### src/rtl/riscv_ctrl_pkg.sv
// -----------------------------------------------------------------------------
// riscv_ctrl_pkg
// Shared definitions for the multicycle RISC-V control unit: the controller
// state enumeration, the four supported opcodes and the encodings used on the
// datapath mux selects (ALUOp, ResultSrc, ALUSrcA, ALUSrcB, ImmSrc).
// -----------------------------------------------------------------------------
package riscv_ctrl_pkg;

   typedef enum logic [3:0] {
      S_FETCH    = 4'd0,
      S_DECODE   = 4'd1,
      S_MEMADR   = 4'd2,
      S_MEMREAD  = 4'd3,
      S_MEMWB    = 4'd4,
      S_MEMWRITE = 4'd5,
      S_EXECR    = 4'd6,
      S_ALUWB    = 4'd7,
      S_BEQ      = 4'd8
   } state_e;

   // Supported opcodes (instr[6:0])
   localparam logic [6:0] OP_LOAD  = 7'b0000011;
   localparam logic [6:0] OP_STORE = 7'b0100011;
   localparam logic [6:0] OP_RTYPE = 7'b0110011;
   localparam logic [6:0] OP_BEQ   = 7'b1100011;

   // ALUOp: operation class handed to the ALU decoder
   localparam logic [1:0] ALUOP_ADD   = 2'b00;
   localparam logic [1:0] ALUOP_SUB   = 2'b01;
   localparam logic [1:0] ALUOP_FUNCT = 2'b10;

   // ResultSrc: value driven onto the result bus
   localparam logic [1:0] RES_ALUOUT    = 2'b00;
   localparam logic [1:0] RES_DATA      = 2'b01;
   localparam logic [1:0] RES_ALURESULT = 2'b10;

   // ALUSrcA: first ALU operand
   localparam logic [1:0] SRCA_PC    = 2'b00;
   localparam logic [1:0] SRCA_OLDPC = 2'b01;
   localparam logic [1:0] SRCA_RS1   = 2'b10;

   // ALUSrcB: second ALU operand
   localparam logic [1:0] SRCB_RS2  = 2'b00;
   localparam logic [1:0] SRCB_IMM  = 2'b01;
   localparam logic [1:0] SRCB_FOUR = 2'b10;

   // ImmSrc: immediate format
   localparam logic [1:0] IMM_I = 2'b00;
   localparam logic [1:0] IMM_S = 2'b01;
   localparam logic [1:0] IMM_B = 2'b10;

   // Immediate format is a pure function of the opcode, independent of state.
   function automatic logic [1:0] imm_sel(input logic [6:0] op);
      case (op)
         OP_STORE: imm_sel = IMM_S;
         OP_BEQ:   imm_sel = IMM_B;
         default:  imm_sel = IMM_I;
      endcase
   endfunction

endpackage

### src/rtl/ctrl_output_decode.sv
// -----------------------------------------------------------------------------
// ctrl_output_decode
// Purely combinational output decoder for the multicycle control FSM.
// Ports:
//   i_state      - current controller state
//   i_opcode     - instr[6:0], used for ImmSrc and illegal-opcode detection
//   i_zero       - ALU zero flag, qualifies PCWrite in BEQ
//   i_mem_ready  - memory handshake, qualifies IRWrite/PCWrite in FETCH
//   o_*          - datapath enables, mux selects and the illegal_op pulse
// -----------------------------------------------------------------------------
module ctrl_output_decode
   import riscv_ctrl_pkg::*;
(
   input  state_e     i_state,
   input  logic [6:0] i_opcode,
   input  logic       i_zero,
   input  logic       i_mem_ready,
   output logic       o_pc_write,
   output logic       o_ir_write,
   output logic       o_reg_write,
   output logic       o_mem_write,
   output logic       o_adr_src,
   output logic       o_illegal_op,
   output logic [1:0] o_result_src,
   output logic [1:0] o_alu_src_a,
   output logic [1:0] o_alu_src_b,
   output logic [1:0] o_imm_src,
   output logic [1:0] o_alu_op
);

   logic w_supported_op;

   assign w_supported_op = (i_opcode == OP_LOAD)  || (i_opcode == OP_STORE) ||
                           (i_opcode == OP_RTYPE) || (i_opcode == OP_BEQ);

   assign o_imm_src = imm_sel(i_opcode);

   always_comb begin
      // NOTE: every output gets a default before the case so no path through
      // the block leaves a signal unassigned, which would infer a latch.
      o_pc_write   = 1'b0;
      o_ir_write   = 1'b0;
      o_reg_write  = 1'b0;
      o_mem_write  = 1'b0;
      o_adr_src    = 1'b0;
      o_illegal_op = 1'b0;
      o_result_src = RES_ALUOUT;
      o_alu_src_a  = SRCA_PC;
      o_alu_src_b  = SRCB_RS2;
      o_alu_op     = ALUOP_ADD;

      case (i_state)
         S_FETCH: begin
            // PC <= PC+4 travels on the ALU result bus while memory fetches;
            // the instruction and new PC are only committed once memory is done.
            o_alu_src_b  = SRCB_FOUR;
            o_result_src = RES_ALURESULT;
            o_ir_write   = i_mem_ready;
            o_pc_write   = i_mem_ready;
         end
         S_DECODE: begin
            // Branch target (old PC + imm) is precomputed while decoding.
            o_alu_src_a  = SRCA_OLDPC;
            o_alu_src_b  = SRCB_IMM;
            o_illegal_op = ~w_supported_op;
         end
         S_MEMADR: begin
            o_alu_src_a = SRCA_RS1;
            o_alu_src_b = SRCB_IMM;
         end
         S_MEMREAD: begin
            o_adr_src = 1'b1;
         end
         S_MEMWB: begin
            o_result_src = RES_DATA;
            o_reg_write  = 1'b1;
         end
         S_MEMWRITE: begin
            // Write strobe stays up for the whole access, not just the last cycle.
            o_adr_src   = 1'b1;
            o_mem_write = 1'b1;
         end
         S_EXECR: begin
            o_alu_src_a = SRCA_RS1;
            o_alu_op    = ALUOP_FUNCT;
         end
         S_ALUWB: begin
            o_reg_write = 1'b1;
         end
         S_BEQ: begin
            o_alu_src_a = SRCA_RS1;
            o_alu_op    = ALUOP_SUB;
            o_pc_write  = i_zero;
         end
         default: ;
      endcase
   end

endmodule

### src/rtl/multicycle_control_fsm.sv
// -----------------------------------------------------------------------------
// multicycle_control_fsm
// Main controller for a multicycle RISC-V datapath supporting lw, sw, R-type
// and beq. Holds the state register and next-state logic; output decoding is
// delegated to ctrl_output_decode.
// Ports:
//   clk, reset   - clock, synchronous active-high reset
//   opcode       - instr[6:0] from the instruction register
//   zero         - ALU zero flag
//   mem_ready    - memory completes the current access this cycle
//   PCWrite, IRWrite, RegWrite, MemWrite, AdrSrc - enables / address select
//   ResultSrc, ALUSrcA, ALUSrcB, ImmSrc, ALUOp   - mux selects / ALU class
//   illegal_op   - one-cycle pulse when DECODE sees an unsupported opcode
// -----------------------------------------------------------------------------
module multicycle_control_fsm
   import riscv_ctrl_pkg::*;
(
   input  logic       clk,
   input  logic       reset,
   input  logic [6:0] opcode,
   input  logic       zero,
   input  logic       mem_ready,
   output logic       PCWrite,
   output logic       IRWrite,
   output logic       RegWrite,
   output logic       MemWrite,
   output logic       AdrSrc,
   output logic [1:0] ResultSrc,
   output logic [1:0] ALUSrcA,
   output logic [1:0] ALUSrcB,
   output logic [1:0] ImmSrc,
   output logic [1:0] ALUOp,
   output logic       illegal_op
);

   state_e r_state;
   state_e w_next_state;
   state_e w_dec_state;
   logic   w_dec_ready;

   always_ff @(posedge clk) begin
      // NOTE: sequential state uses non-blocking assignment so every register
      // samples its inputs from the same pre-edge values.
      if (reset) r_state <= S_FETCH;
      else       r_state <= w_next_state;
   end

   always_comb begin
      w_next_state = r_state;
      case (r_state)
         S_FETCH:    if (mem_ready) w_next_state = S_DECODE;
         S_DECODE: begin
            case (opcode)
               OP_LOAD, OP_STORE: w_next_state = S_MEMADR;
               OP_RTYPE:          w_next_state = S_EXECR;
               OP_BEQ:            w_next_state = S_BEQ;
               default:           w_next_state = S_FETCH;
            endcase
         end
         S_MEMADR:   w_next_state = (opcode == OP_STORE) ? S_MEMWRITE : S_MEMREAD;
         S_MEMREAD:  if (mem_ready) w_next_state = S_MEMWB;
         S_MEMWRITE: if (mem_ready) w_next_state = S_FETCH;
         S_MEMWB:    w_next_state = S_FETCH;
         S_EXECR:    w_next_state = S_ALUWB;
         S_ALUWB:    w_next_state = S_FETCH;
         S_BEQ:      w_next_state = S_FETCH;
         default:    w_next_state = S_FETCH;
      endcase
   end

   // While reset is high the outputs look like an idle FETCH: presenting FETCH
   // to the decoder with mem_ready masked keeps every write enable and
   // illegal_op low, whatever state the register currently holds.
   assign w_dec_state = reset ? S_FETCH : r_state;
   assign w_dec_ready = mem_ready & ~reset;

   ctrl_output_decode u_decode (
      .i_state      (w_dec_state),
      .i_opcode     (opcode),
      .i_zero       (zero),
      .i_mem_ready  (w_dec_ready),
      .o_pc_write   (PCWrite),
      .o_ir_write   (IRWrite),
      .o_reg_write  (RegWrite),
      .o_mem_write  (MemWrite),
      .o_adr_src    (AdrSrc),
      .o_illegal_op (illegal_op),
      .o_result_src (ResultSrc),
      .o_alu_src_a  (ALUSrcA),
      .o_alu_src_b  (ALUSrcB),
      .o_imm_src    (ImmSrc),
      .o_alu_op     (ALUOp)
   );

endmodule
### config.mk
export PLATFORM = sky130hd
export DESIGN_NAME = multicycle_control_fsm
export DESIGN_NICKNAME = d
export VERILOG_FILES = /design/src/rtl/riscv_ctrl_pkg.sv /design/src/rtl/ctrl_output_decode.sv /design/src/rtl/multicycle_control_fsm.sv
export SDC_FILE = /design/constraint.sdc
export NUM_CORES = 1
export LEC_CHECK = 0
export ABC_AREA = 0
export CORE_MARGIN = 2
export CORE_UTILIZATION = 32
export DETAILED_ROUTE_END_ITERATION = 6
export GPL_TIMING_DRIVEN = 0
export PLACE_DENSITY_LB_ADDON = 0.08
export SLEW_MARGIN = 20
export SYNTH_ARGS = -nofsm -noshare
export SYNTH_HDL_FRONTEND = slang
export SYNTH_SLANG_ARGS = --single-unit
### constraint.sdc
create_clock -name clk -period 1.2 [get_ports clk]
set_input_delay 0.12 -clock clk [delete_from_list [all_inputs] [get_ports clk]]
set_output_delay 0.12 -clock clk [all_outputs]
set_load 0.05 [all_outputs]
==> parameters.txt <==
Parameter                              Value

Logic synthesis
  Post-synth EDFFs    0
  Post-synthesis cell count    58
  Ys async rst share    0%
  Cell type with the largest total area after synthesis    dfxtp_1
  Biggest area contributors in the synthesized netlist    dfxtp_1 17%, nor3b_1 8.2%, clkbuf_8 6.0%, nor2_1 5.7%, buf_6 4.9%
  Synth Net Count    69
  Distinct cell type count after synthesis    29
  Flip-flop cell with the highest count after synthesis    dfxtp_1
  Register bit count reported by yosys    4
  Post-synth design cell area    459 sq um
  Share of Yosys cell area claimed by the top area cell type    17.4%
  Register area share after synthesis    17.4%
  Post-synthesis average cell area    7.92 sq um
  Yosys Warn Count    0

Clock network
  TritonCTS clock tree    done
  CTS Buffer Depth    2
  Source-to-sink clock delay at the later pin of the worst-skew pair    0.23 ns
  Register clock-pin slew on the reported worst setup and hold paths    0.04 ns
  Number of hold buffers added after cts    0
  Clock sink count    4
  # H-tree levels    1
  Clock buffer count from CTS    3
  Clock root buffer    clkbuf_4

Global route
  Largest net degree at the start of global routing    11
  Grt total ovfl    0
  Antenna violations before repair    0
  First-pass GRT wire length    2550 um
  Number of global-route vias before repair    573
  Total global-route track usage    18.7%

Detailed routing
  Met1 wire length    1010 um
  Iteration-0 DRC Markers    31
  DR top layer    met4
  Post-route antenna net violation count    0
  Detailed-route vias per instance    5.69
  Drt first pass iters    4
  Amount of wire on met3 after detailed routing    123 um
  Number of DRC violations after detailed routing    0
  Routed wire length    2380 um
  Detailed-routed wire length on met2    1200 um
  DR vias    711
  Avg WL per Cell    19.0 um

Timing
  Relative max-transition margin    65.1%
  Highest achievable clock rate    614 MHz
  Worst clock skew on the final layout    0.00342 ns
  Final period util    136%
  Post-layout minimum cycle time    1.63 ns
  Final setup vio count    18
  Number of hold violations in the final report    0
  Fin. max-slew vios    0
  Unrepaired setup endpoints after global routing    true
  Measured slew at the worst slew-check pin    0.523 ns
  Minimum setup slack in the final design    -0.427 ns

Placement
  Worst slack after detailed placement    -1.24 ns
  DP Area    881 sq um
  RePlAce Congestion    0.778
  DPL Wire Length    1020 um
  PortBufs    26

Setup path
  Worst path cell trace    buf_8 -> or3_4 -> o21bai_4 -> buf_6 -> buf_8
  Max stage delay cell, worst path    or3_4
  Endpoint arrival time on the critical path    1.51 ns
  Origin of the critical flop-to-flop path    r_state[1]
  Kind of capture point of the worst setup path    primary output
  End of the worst register-to-register path    r_state[0]
  Sort of element at the start of the critical path    register
  Maximum fanout encountered on the critical timing path    4
  Cell count of the worst reg-to-reg path    5
  Critical path data required time    1.08 ns
  Critical path start-end classification    register to primary output
  Worst setup slack for register-to-register paths    -0.11 ns
  Launch point of the worst path    r_state[1]
  Maximum single-stage delay on the critical path    0.38 ns
  Most prevalent standard cell on the critical path    buf_8

Hold path
  Min-Delay Path Depth    3
  End of the worst hold path    r_state[3]
  Worst hold start    opcode[6]
  Hold WC Path Type    primary input to register

Pwr
  Switching part of the total power    34.4%
  Peak supply drop    518 uV
  Proportion of power drawn by the clock network    29.8%
  Total net switching power    183 uW
  Power share of the sequential group    26.2%
  Internal power of the cells    348 uW
  Combinational cell fraction of total power    44.0%
  Final Power    531 uW
  Leak Pwr    0.506 nW
  Pwr/cell area    440 nW/um^2

Floorplan
  I/O pin total    27
  Die height    41.9 um
  # rows    13
  Effective utilization at floorplan    34.9%
  Floorplan core area    1320 sq um
  Chip width    41.9 um
  Area of the die    1750 sq um

Run status
  Outcome    finished, violations left
  Violated checks    negative setup slack

Run
  Max cap viols    0

Finish
  Storage cell area    91.3 sq um
  Number of filler cells placed in the layout    50
  Number of nets in the finished design    123
  Number of diodes added for antenna fixing    0
  Area of combinational cells with multiple inputs    503 sq um
  Fraction of final layout cells sized beyond drive strength 1    74.5%
  Area growth, synth to finish    162%
  Largest Register    r_state
  Regs by FF count    r_state (4)
  Number of flip-flops under the largest register name    4
  Final Instance Area    1200 sq um
-- metrics by stage --
step	utilization (%)	hold slack, ns	std cells	TNS [ns]
after global routing	91.5	0.400	125	-5.89
after CTS	79.6	0.385	113	-4.61
final	91.5	0.392	125	-5.25
after floorplan	-	0.199	58	-2.09
after global placement	66.9	0.572	99	-16.91
after detailed placement	66.9	0.578	99	-17.14
-- synth_stat cells (2+ instances only) --
cell      instances
nand2_1           4
mux2i_1           2
or3_1             2
inv_1             3
clkbuf_8          2
dfxtp_1           4
nor3_1            4
xor2_1            2
nand3_1           2
nor3b_1           5
o21ai_0           2
buf_6             2
nor2_1            7
and3_1            2
-- placed cells by master (no fill, tap or decap), types with 3 or more instances in the layout --
cell type / instances
nor2_4: 4
buf_6: 21
buf_8: 7
nor2_1: 3
dfxtp_4: 3
clkbuf_4: 4
nand2_1: 3
nor3b_4: 3
nor3_4: 4
dlygate4sd2_1: 4
buf_4: 16
-- final cells by class --
cell class | count | area share (%)
plain buffers | 4 | 4.78
clock buffers | 3 | 1.87
inverters | 3 | 1.25
multi-input cells | 46 | 41.7
flip-flops and latches | 4 | 7.58
well taps | 15 | 1.56
repair buffers | 50 | 41.2
-- how the worst max path moves through the flow --
stage / slack [ns] / endpoint
2_1_floorplan: -0.36 / ResultSrc[1]
3_3_place_gp: -1.23 / ALUOp[1]
3_5_place_dp: -1.24 / ALUOp[1]
4_1_cts: -0.47 / ResultSrc[1]
5_1_grt: -0.46 / ResultSrc[1]
6_report: -0.43 / ResultSrc[1]
-- worst max-delay path: cells and delay by family (launching register included) --
family / cells / cell delay, ns
AND/OR/NAND/NOR: 1 / 0.38
flip-flops: 1 / 0.36
AO/OA/AOI/OAI: 1 / 0.16
buffers and inverters: 3 / 0.38
-- cell families (layout without fill, tap and decap cells) --
group	after synthesis	after routing	share of synthesized area, %
simple gates	33	33	43.6
compound gates	9	9	15.8
buf+inv	8	60	15.0
flops	4	4	17.4
xor+xnor	2	2	3.82
mux	2	2	4.36
-- routing by layer --
layer / vias up / GRT usage, %
met1: 353 / 22.1
met5: - / 0
li1: 315 / -
met4: 0 / 7.74
met3: 6 / 3.04
met2: 37 / 32.8
-- power by group through the flow --
stage / sequential, mW / clock (mW) / combinational (mW)
2_1_floorplan: 0.141 / 0 / 0.112
3_3_place_gp: 0.142 / 0 / 0.187
3_5_place_dp: 0.142 / 0 / 0.189
4_1_cts: 0.140 / 0.166 / 0.197
5_1_grt: 0.139 / 0.169 / 0.242
6_report: 0.139 / 0.158 / 0.234
-- what timing repair did --
action | 4_1_cts | 5_1_grt
setup buffers | 11 | 13
pin swaps | 10 | 17
resized for setup | 139 | 23
setup endpoints to repair | 19 | 20
No activity file was read; power rests on OpenSTA's default activity.
